**src/rtl/arc4_pkg.sv**
```systemverilog
// Shared types and default widths for the ARC4 sequencer, its bus interface and the S-memory mux.
package arc4_pkg;

  localparam int ARC4_ADDR_W = 8;
  localparam int ARC4_DATA_W = 8;
  localparam int ARC4_KEY_W  = 24;

  typedef enum logic [3:0] {
    S_IDLE,
    S_INIT_GO,
    S_INIT_WAIT,
    S_KSA_GO,
    S_KSA_WAIT,
    S_PRGA_GO,
    S_PRGA_WAIT,
    S_DONE,
    S_ERR
  } state_t;

  typedef enum logic [1:0] {
    OWN_NONE,
    OWN_INIT,
    OWN_KSA,
    OWN_PRGA
  } owner_t;

  // The engine that owns the S port is a pure function of the sequencer state.
  function automatic owner_t owner_of(input state_t s);
    case (s)
      S_INIT_GO, S_INIT_WAIT: owner_of = OWN_INIT;
      S_KSA_GO,  S_KSA_WAIT:  owner_of = OWN_KSA;
      S_PRGA_GO, S_PRGA_WAIT: owner_of = OWN_PRGA;
      default:                owner_of = OWN_NONE;
    endcase
  endfunction

endpackage

```
**src/rtl/arc4_ctrl_if.sv**
```systemverilog
// Bundle of the start handshake, engine handshakes and S-memory buses around arc4_ctrl.
interface arc4_ctrl_if
  import arc4_pkg::*;
#(
  parameter int KEY_W  = ARC4_KEY_W,
  parameter int ADDR_W = ARC4_ADDR_W,
  parameter int DATA_W = ARC4_DATA_W
);

  logic              en;
  logic              rdy;
  logic              done;
  logic              err;
  logic [KEY_W-1:0]  key;
  logic [KEY_W-1:0]  key_q;

  logic              init_en;
  logic              ksa_en;
  logic              prga_en;
  logic              init_rdy;
  logic              ksa_rdy;
  logic              prga_rdy;

  logic [ADDR_W-1:0] init_addr;
  logic [ADDR_W-1:0] ksa_addr;
  logic [ADDR_W-1:0] prga_addr;
  logic [DATA_W-1:0] init_wrdata;
  logic [DATA_W-1:0] ksa_wrdata;
  logic [DATA_W-1:0] prga_wrdata;
  logic              init_wren;
  logic              ksa_wren;
  logic              prga_wren;

  logic [ADDR_W-1:0] s_addr;
  logic [DATA_W-1:0] s_wrdata;
  logic              s_wren;

  modport master (
    input  en, key,
    input  init_rdy, ksa_rdy, prga_rdy,
    input  init_addr, ksa_addr, prga_addr,
    input  init_wrdata, ksa_wrdata, prga_wrdata,
    input  init_wren, ksa_wren, prga_wren,
    output rdy, done, err, key_q,
    output init_en, ksa_en, prga_en,
    output s_addr, s_wrdata, s_wren
  );

  modport slave (
    output en, key,
    output init_rdy, ksa_rdy, prga_rdy,
    output init_addr, ksa_addr, prga_addr,
    output init_wrdata, ksa_wrdata, prga_wrdata,
    output init_wren, ksa_wren, prga_wren,
    input  rdy, done, err, key_q,
    input  init_en, ksa_en, prga_en,
    input  s_addr, s_wrdata, s_wren
  );

endinterface

```
**src/rtl/arc4_mem_mux.sv**
```systemverilog
// Combinational owner-selected 3:1 mux onto the shared S memory port; no owner drives all zeros.
module arc4_mem_mux
  import arc4_pkg::*;
#(
  parameter int ADDR_W = ARC4_ADDR_W,
  parameter int DATA_W = ARC4_DATA_W
) (
  input  owner_t            owner,
  input  logic [ADDR_W-1:0] init_addr,
  input  logic [DATA_W-1:0] init_wrdata,
  input  logic              init_wren,
  input  logic [ADDR_W-1:0] ksa_addr,
  input  logic [DATA_W-1:0] ksa_wrdata,
  input  logic              ksa_wren,
  input  logic [ADDR_W-1:0] prga_addr,
  input  logic [DATA_W-1:0] prga_wrdata,
  input  logic              prga_wren,
  output logic [ADDR_W-1:0] s_addr,
  output logic [DATA_W-1:0] s_wrdata,
  output logic              s_wren
);

  always_comb begin
    s_addr   = '0;
    s_wrdata = '0;
    s_wren   = 1'b0;
    case (owner)
      OWN_INIT: begin
        s_addr   = init_addr;
        s_wrdata = init_wrdata;
        s_wren   = init_wren;
      end
      OWN_KSA: begin
        s_addr   = ksa_addr;
        s_wrdata = ksa_wrdata;
        s_wren   = ksa_wren;
      end
      OWN_PRGA: begin
        s_addr   = prga_addr;
        s_wrdata = prga_wrdata;
        s_wren   = prga_wren;
      end
      default: ;
    endcase
  end

endmodule

```
**src/rtl/arc4_ctrl.sv**
```systemverilog
// ARC4 sequencer: one start runs init -> ksa -> prga with exclusive S-port ownership per phase.
// Optional per-phase watchdog enabled by defining ARC4_CTRL_TIMEOUT_EN.
module arc4_ctrl
  import arc4_pkg::*;
#(
  parameter int KEY_W          = ARC4_KEY_W,
  parameter int ADDR_W         = ARC4_ADDR_W,
  parameter int DATA_W         = ARC4_DATA_W,
  parameter int TIMEOUT_CYCLES = 8192
) (
  input  logic        clk,
  input  logic        rst_n,
  arc4_ctrl_if.master bus
);

  state_t state;
  state_t state_nx;
  owner_t owner;
  logic   seen_busy;
  logic   phase_rdy;
  logic   in_go;
  logic   in_wait;

  assign in_go   = (state inside {S_INIT_GO, S_KSA_GO, S_PRGA_GO});
  assign in_wait = (state inside {S_INIT_WAIT, S_KSA_WAIT, S_PRGA_WAIT});
  assign owner   = owner_of(state);

  always_comb begin
    phase_rdy = 1'b0;
    case (owner)
      OWN_INIT: phase_rdy = bus.init_rdy;
      OWN_KSA:  phase_rdy = bus.ksa_rdy;
      OWN_PRGA: phase_rdy = bus.prga_rdy;
      default:  phase_rdy = 1'b0;
    endcase
  end

`ifdef ARC4_CTRL_TIMEOUT_EN
  localparam int CNT_W = $clog2(TIMEOUT_CYCLES + 1);

  logic [CNT_W-1:0] cnt;
  logic             timeout;
  logic             entering_go;

  assign timeout     = (in_go || in_wait) && (cnt == CNT_W'(TIMEOUT_CYCLES));
  assign entering_go = (state_nx != state) && (state_nx inside {S_INIT_GO, S_KSA_GO, S_PRGA_GO});

  always_ff @(posedge clk) begin
    if (!rst_n)            cnt <= '0;
    else if (entering_go)  cnt <= '0;
    else if (in_go || in_wait) cnt <= cnt + 1'b1;
  end
`endif

  // A phase only completes after its engine has been seen busy, so a ready flag
  // that lingers for a cycle after the en pulse cannot end the phase early.
  always_comb begin
    state_nx = state;
    case (state)
      S_IDLE:      if (bus.en) state_nx = S_INIT_GO;
      S_INIT_GO:   if (bus.init_rdy) state_nx = S_INIT_WAIT;
      S_INIT_WAIT: if (bus.init_rdy && seen_busy) state_nx = S_KSA_GO;
      S_KSA_GO:    if (bus.ksa_rdy) state_nx = S_KSA_WAIT;
      S_KSA_WAIT:  if (bus.ksa_rdy && seen_busy) state_nx = S_PRGA_GO;
      S_PRGA_GO:   if (bus.prga_rdy) state_nx = S_PRGA_WAIT;
      S_PRGA_WAIT: if (bus.prga_rdy && seen_busy) state_nx = S_DONE;
      S_DONE:      state_nx = S_IDLE;
      S_ERR:       state_nx = S_ERR;
      default:     state_nx = S_IDLE;
    endcase
`ifdef ARC4_CTRL_TIMEOUT_EN
    if (timeout) state_nx = S_ERR;
`endif
  end

  always_ff @(posedge clk) begin
    if (!rst_n) begin
      state     <= S_IDLE;
      seen_busy <= 1'b0;
      bus.key_q <= '0;
    end else begin
      state <= state_nx;
      if (state == S_IDLE && bus.en) bus.key_q <= bus.key;
      if (in_go)                       seen_busy <= 1'b0;
      else if (in_wait && !phase_rdy)  seen_busy <= 1'b1;
    end
  end

  assign bus.rdy     = (state == S_IDLE);
  assign bus.done    = (state == S_DONE);
  assign bus.init_en = (state == S_INIT_GO) && bus.init_rdy;
  assign bus.ksa_en  = (state == S_KSA_GO)  && bus.ksa_rdy;
  assign bus.prga_en = (state == S_PRGA_GO) && bus.prga_rdy;

`ifdef ARC4_CTRL_TIMEOUT_EN
  assign bus.err = (state == S_ERR);
`else
  assign bus.err = 1'b0;
`endif

  arc4_mem_mux #(
    .ADDR_W (ADDR_W),
    .DATA_W (DATA_W)
  ) u_mux (
    .owner       (owner),
    .init_addr   (bus.init_addr),
    .init_wrdata (bus.init_wrdata),
    .init_wren   (bus.init_wren),
    .ksa_addr    (bus.ksa_addr),
    .ksa_wrdata  (bus.ksa_wrdata),
    .ksa_wren    (bus.ksa_wren),
    .prga_addr   (bus.prga_addr),
    .prga_wrdata (bus.prga_wrdata),
    .prga_wren   (bus.prga_wren),
    .s_addr      (bus.s_addr),
    .s_wrdata    (bus.s_wrdata),
    .s_wren      (bus.s_wren)
  );

endmodule

```
**src/flat_wrapper.sv**
```systemverilog
// flat-port wrapper written by rule: the top's interface ports become plain ports
module arc4_ctrl_flat import arc4_pkg::*;
#(
  parameter int KEY_W          = ARC4_KEY_W,
  parameter int ADDR_W         = ARC4_ADDR_W,
  parameter int DATA_W         = ARC4_DATA_W,
  parameter int TIMEOUT_CYCLES = 8192
)
  (clk, rst_n, bus_en, bus_key, bus_init_rdy, bus_ksa_rdy, bus_prga_rdy, bus_init_addr, bus_ksa_addr, bus_prga_addr, bus_init_wrdata, bus_ksa_wrdata, bus_prga_wrdata, bus_init_wren, bus_ksa_wren, bus_prga_wren, bus_rdy, bus_done, bus_err, bus_key_q, bus_init_en, bus_ksa_en, bus_prga_en, bus_s_addr, bus_s_wrdata, bus_s_wren);
  arc4_ctrl_if #(.KEY_W(KEY_W), .ADDR_W(ADDR_W), .DATA_W(DATA_W)) bus_i ();
  input  logic clk;
  input  logic rst_n;
  input wire logic [$bits(bus_i.en)-1:0] bus_en;
  input wire logic [$bits(bus_i.key)-1:0] bus_key;
  input wire logic [$bits(bus_i.init_rdy)-1:0] bus_init_rdy;
  input wire logic [$bits(bus_i.ksa_rdy)-1:0] bus_ksa_rdy;
  input wire logic [$bits(bus_i.prga_rdy)-1:0] bus_prga_rdy;
  input wire logic [$bits(bus_i.init_addr)-1:0] bus_init_addr;
  input wire logic [$bits(bus_i.ksa_addr)-1:0] bus_ksa_addr;
  input wire logic [$bits(bus_i.prga_addr)-1:0] bus_prga_addr;
  input wire logic [$bits(bus_i.init_wrdata)-1:0] bus_init_wrdata;
  input wire logic [$bits(bus_i.ksa_wrdata)-1:0] bus_ksa_wrdata;
  input wire logic [$bits(bus_i.prga_wrdata)-1:0] bus_prga_wrdata;
  input wire logic [$bits(bus_i.init_wren)-1:0] bus_init_wren;
  input wire logic [$bits(bus_i.ksa_wren)-1:0] bus_ksa_wren;
  input wire logic [$bits(bus_i.prga_wren)-1:0] bus_prga_wren;
  output wire logic [$bits(bus_i.rdy)-1:0] bus_rdy;
  output wire logic [$bits(bus_i.done)-1:0] bus_done;
  output wire logic [$bits(bus_i.err)-1:0] bus_err;
  output wire logic [$bits(bus_i.key_q)-1:0] bus_key_q;
  output wire logic [$bits(bus_i.init_en)-1:0] bus_init_en;
  output wire logic [$bits(bus_i.ksa_en)-1:0] bus_ksa_en;
  output wire logic [$bits(bus_i.prga_en)-1:0] bus_prga_en;
  output wire logic [$bits(bus_i.s_addr)-1:0] bus_s_addr;
  output wire logic [$bits(bus_i.s_wrdata)-1:0] bus_s_wrdata;
  output wire logic [$bits(bus_i.s_wren)-1:0] bus_s_wren;
  assign bus_i.en = bus_en;
  assign bus_i.key = bus_key;
  assign bus_i.init_rdy = bus_init_rdy;
  assign bus_i.ksa_rdy = bus_ksa_rdy;
  assign bus_i.prga_rdy = bus_prga_rdy;
  assign bus_i.init_addr = bus_init_addr;
  assign bus_i.ksa_addr = bus_ksa_addr;
  assign bus_i.prga_addr = bus_prga_addr;
  assign bus_i.init_wrdata = bus_init_wrdata;
  assign bus_i.ksa_wrdata = bus_ksa_wrdata;
  assign bus_i.prga_wrdata = bus_prga_wrdata;
  assign bus_i.init_wren = bus_init_wren;
  assign bus_i.ksa_wren = bus_ksa_wren;
  assign bus_i.prga_wren = bus_prga_wren;
  assign bus_rdy = bus_i.rdy;
  assign bus_done = bus_i.done;
  assign bus_err = bus_i.err;
  assign bus_key_q = bus_i.key_q;
  assign bus_init_en = bus_i.init_en;
  assign bus_ksa_en = bus_i.ksa_en;
  assign bus_prga_en = bus_i.prga_en;
  assign bus_s_addr = bus_i.s_addr;
  assign bus_s_wrdata = bus_i.s_wrdata;
  assign bus_s_wren = bus_i.s_wren;
  arc4_ctrl #(.KEY_W(KEY_W), .ADDR_W(ADDR_W), .DATA_W(DATA_W), .TIMEOUT_CYCLES(TIMEOUT_CYCLES)) u_core (.clk(clk), .rst_n(rst_n), .bus(bus_i));
endmodule
```
**config.mk**
```make
export PLATFORM = sky130hd
export DESIGN_NAME = arc4_ctrl_flat
export DESIGN_NICKNAME = d
export VERILOG_FILES = /design/src/rtl/arc4_pkg.sv /design/src/rtl/arc4_ctrl_if.sv /design/src/rtl/arc4_mem_mux.sv /design/src/rtl/arc4_ctrl.sv /design/src/flat_wrapper.sv
export SDC_FILE = /design/constraint.sdc
export NUM_CORES = 1
export LEC_CHECK = 0
export ABC_AREA = 1
export CAP_MARGIN = 20
export CORE_ASPECT_RATIO = 1.5
export CORE_MARGIN = 2
export CORE_UTILIZATION = 34
export DETAILED_ROUTE_END_ITERATION = 12
export GPL_ROUTABILITY_DRIVEN = 0
export PLACE_DENSITY = 0.87
export SLEW_MARGIN = 40
export SYNTH_ARGS = -nofsm -noshare
export SYNTH_HDL_FRONTEND = slang
export SYNTH_HIERARCHICAL = 1
export SYNTH_SLANG_ARGS = --single-unit
```
**constraint.sdc**
```tcl
create_clock -name clk -period 1.7 [get_ports clk]
set_clock_uncertainty 0.2 [all_clocks]
set_input_delay 0.255 -clock clk [delete_from_list [all_inputs] [get_ports clk]]
set_output_delay 0.255 -clock clk [all_outputs]
set_load 0.005 [all_outputs]
```
==> results of run 1 <==
-- layer usage --
layer	wire, um	GRT usage (%)
met1	3220	22.4
met2	4870	44.9
met3	1040	8.82
met4	212	8.16
met5	0	0
-- Yosys cell counts, types with 3 or more instances --
| cell type | number | area (um^2) |
|---|---|---|
| buf_8 | 4 | 60.1 |
| buf_2 | 3 | 15.0 |
| nand2_1 | 40 | 150 |
| dfxtp_1 | 29 | 581 |
| nor2_2 | 7 | 43.8 |
| nor2_1 | 9 | 33.8 |
| nand3_1 | 59 | 295 |
| a21oi_2 | 10 | 87.6 |
| inv_1 | 9 | 33.8 |
| a21oi_1 | 16 | 80.1 |
| inv_2 | 3 | 11.3 |
| nand3_2 | 43 | 430 |
| buf_6 | 11 | 124 |
-- flip-flops by register name, summed over array words and instances (netlist names) --
register / count
u_core/bus.key_q: 24
u_core/seen_busy: 1
u_core/state: 4
-- metrics by stage --
stage / cell area [um^2] / utilization (%) / hold WS (ns) / std cells
floorplan: 2070 / - / 0.176 / 260
global placement: 3490 / 59.8 / 0.248 / 467
detailed placement: 3490 / 59.8 / 0.255 / 467
CTS: 3980 / 68.3 / 0.265 / 501
global route: 4240 / 72.8 / 0.285 / 505
finish: 4240 / 72.8 / 0.266 / 505
-- logic make-up after synthesis --
family / synth area share (%)
buffers and inverters: 14.1
AND/OR/NAND/NOR: 48.6
AO/OA/AOI/OAI: 9.01
other: 0.181
flip-flops: 28.1
-- tightest hold or removal path, cell delays in order (launching register included) --
cell and delay [ns]:
dfxtp_1 0.31, nand2_1 0.06, a21oi_1 0.05
-- power breakdown --
part / switching [W] / total [W] / internal, W / leakage, nW
Sequential: 0.0000988 / 0.000922 / 0.000824 / 0.239
Clock: 0.000261 / 0.000738 / 0.000477 / 0.0585
Combinational: 0.00227 / 0.00473 / 0.00246 / 1.44
Total: 0.00263 / 0.00639 / 0.00376 / 1.73
-- timing repair --
| item | 4_1_cts | 5_1_grt |
|---|---|---|
| gates cloned | 5 | 4 |
| setup buffers | 22 | 3 |
| hold endpoints to repair | 0 | 0 |
| resized for setup | 142 | 44 |
| endpoints found under the setup margin | 22 | 48 |
| pin swaps | 20 | 31 |
-- worst max path at each step --
stage / start / end / slack (ns) / depth (start not counted)
floorplan: u_core/state[0] / bus_s_addr[4] / 0.02 / 8
global placement: u_core/state[0] / bus_s_wren / -0.48 / 9
detailed placement: u_core/state[0] / bus_s_wren / -0.51 / 9
CTS: u_core/state[2] / bus_s_wrdata[7] / -0.48 / 11
global route: u_core/state[2] / bus_s_wrdata[5] / -0.55 / 11
finish: u_core/state[2] / bus_s_wrdata[3] / -0.50 / 11
-- cell type report --
cell class | count | share of cell area, %
clock inverters | 1 | 0.708
repair buffers | 185 | 44.5
inverters | 16 | 2.36
multi-input cells | 195 | 34.4
clock buffers | 7 | 2.03
flip-flops and latches | 29 | 13.9
well taps | 72 | 2.12
==> reports/results.txt, run 1 <==
cell count of the worst hold path - 2
drt first pass iters - 4
Die X-Extent - 67.7 um
most frequent CP cell - buf_6
post-route ant nets - 0
Synth Register Bits - 29
number of input and output port buffers inserted - 126
max-cap violation count - 0
clock period minus final worst setup slack - 2.20 ns
total gr overflow - 0
Die Ht - 99.5 um
TritonCTS Buffers - 5
pwr dens - 1510 nW/um^2
Via-to-Cell Ratio - 5.27
status - finished, violations left
EDFF count, synth - 0
required time at the worst-slack endpoint - 1.24 ns
Syn Std Cell Area - 2070 um^2
fillers - 392
worst-path cell with the longest stage delay - dfxtp_4
Worst EP arrival - 1.74 ns
number of antenna cells inserted - 0
post-route setup slack - -0.499 ns
count of final hold-check violations - 0
cells traversed along the worst timing path - buf_12, nor2_4, nand2_2, o21ai_4, buf_6, buf_6, buf_6, buf_6, nand3_4, nand3_2, buf_2
Max H-tree Level - 2
post-synthesis to final-layout area growth - 105%
antenna violations before repair - 0
setup repair after global routing missed its margin - yes
startpoint of the lowest-slack register-to-register path - u_core/state[2]
Die Footprint - 6740 um^2
register area - 588 um^2
slack of the worst reg-to-reg path - -0.14 ns
sequential share of the synthesized area - 28.1%
floorplan row count - 34
total of endpoints with negative setup slack in the final report - 47
Top-Level Pins - 128
most common library cell in the layout ignoring fill and taps - clkdlybuf4s50_1
Overall Global Routing Usage - 23.8%
Reg-to-Reg End - u_core/bus.key_q[12]
overall power after layout - 0.00639 W
combined buffer and inverter count along the critical path - 6
post-synthesis average cell area - 7.95 um^2
final net count - 513
Crit. End Element - output pin
total routed wirelength - 9350 um
Core Region - 5830 um^2
DR vias - 2662
wire length of the first global-routing pass - 12400 um
Top FF cell, synth - dfxtp_1
largest net degree at the start of global routing - 25
final-layout setup total negative slack - -10.58 ns
pre-CTS setup slack - -0.513 ns
Synth Net Count - 341
maximum fanout along the worst path - 3
routed len/inst - 18.5 um
Post-synth ARST share - 0%
number of remaining DRC errors - 0
worst min-delay path category - flop to flop
TritonCTS clock tree - yes
Hold EP - u_core/bus.key_q[16]
Iter 0 DRT Violations - 89
clock edge transition at the registers on the reported setup and hold paths - 0.06 ns
layout cells sized above 1 - 48.3%
detailed placer's ending HPWL - 5290 um
maximum clock rate - 455 MHz
warning count from the yosys run - 6
Leak Pwr - 1.73 nW
top library cells by usage in the layout, fill and taps aside - clkdlybuf4s50_1, nand3_2, nand3_1, nand2_1, buf_4
number of instances in the synthesized netlist - 260
clock latency on the worst-skew pair - 0.27 ns
crit share post-route - 129%
crit path launch type - flop
multi-input gate area in the final layout - 1460 um^2
initial standard-cell utilization of the core - 35.5%
Num Clock Sinks - 29
Final Slew Violations - 0
FF-to-FF path depth - 11
dominant delay contributor by cell family on the critical path - buffers and inverters
type of the worst setup path - flop to output pin
largest stage delay on the critical path - 0.36 ns
clk root buf - clkbuf_8
failing checks - negative setup slack
launch instance of the worst min-delay path - u_core/bus.key_q[16]
vias in the first global route - 2650
Clock Path Buffers - 2
number of buffers added to fix hold violations after cts - 0
VDD IR max - 1.06 mV
Netlist cell types - 26
Note: power is estimated with default switching activity, not from simulation.
==> inputs of run 2 (changes only) <==
--- a/config.mk
+++ b/config.mk
@@ -6,7 +6,7 @@
 export NUM_CORES = 1
 export LEC_CHECK = 0
 export ABC_AREA = 1
-export CAP_MARGIN = 20
+export CAP_MARGIN = 15
 export CORE_ASPECT_RATIO = 1.5
 export CORE_MARGIN = 2
 export CORE_UTILIZATION = 34
==> results of run 2 <==
Final layout, timing and power as in run 1 (identical DEF).
==> inputs of run 3 (changes only) <==
--- a/config.mk
+++ b/config.mk
@@ -10,6 +10,7 @@
 export CORE_ASPECT_RATIO = 1.5
 export CORE_MARGIN = 2
 export CORE_UTILIZATION = 34
+export CTS_CLUSTER_DIAMETER = 50
 export DETAILED_ROUTE_END_ITERATION = 12
 export GPL_ROUTABILITY_DRIVEN = 0
 export PLACE_DENSITY = 0.87
==> results of run 3 <==
Final layout, timing and power as in run 1 (identical DEF).
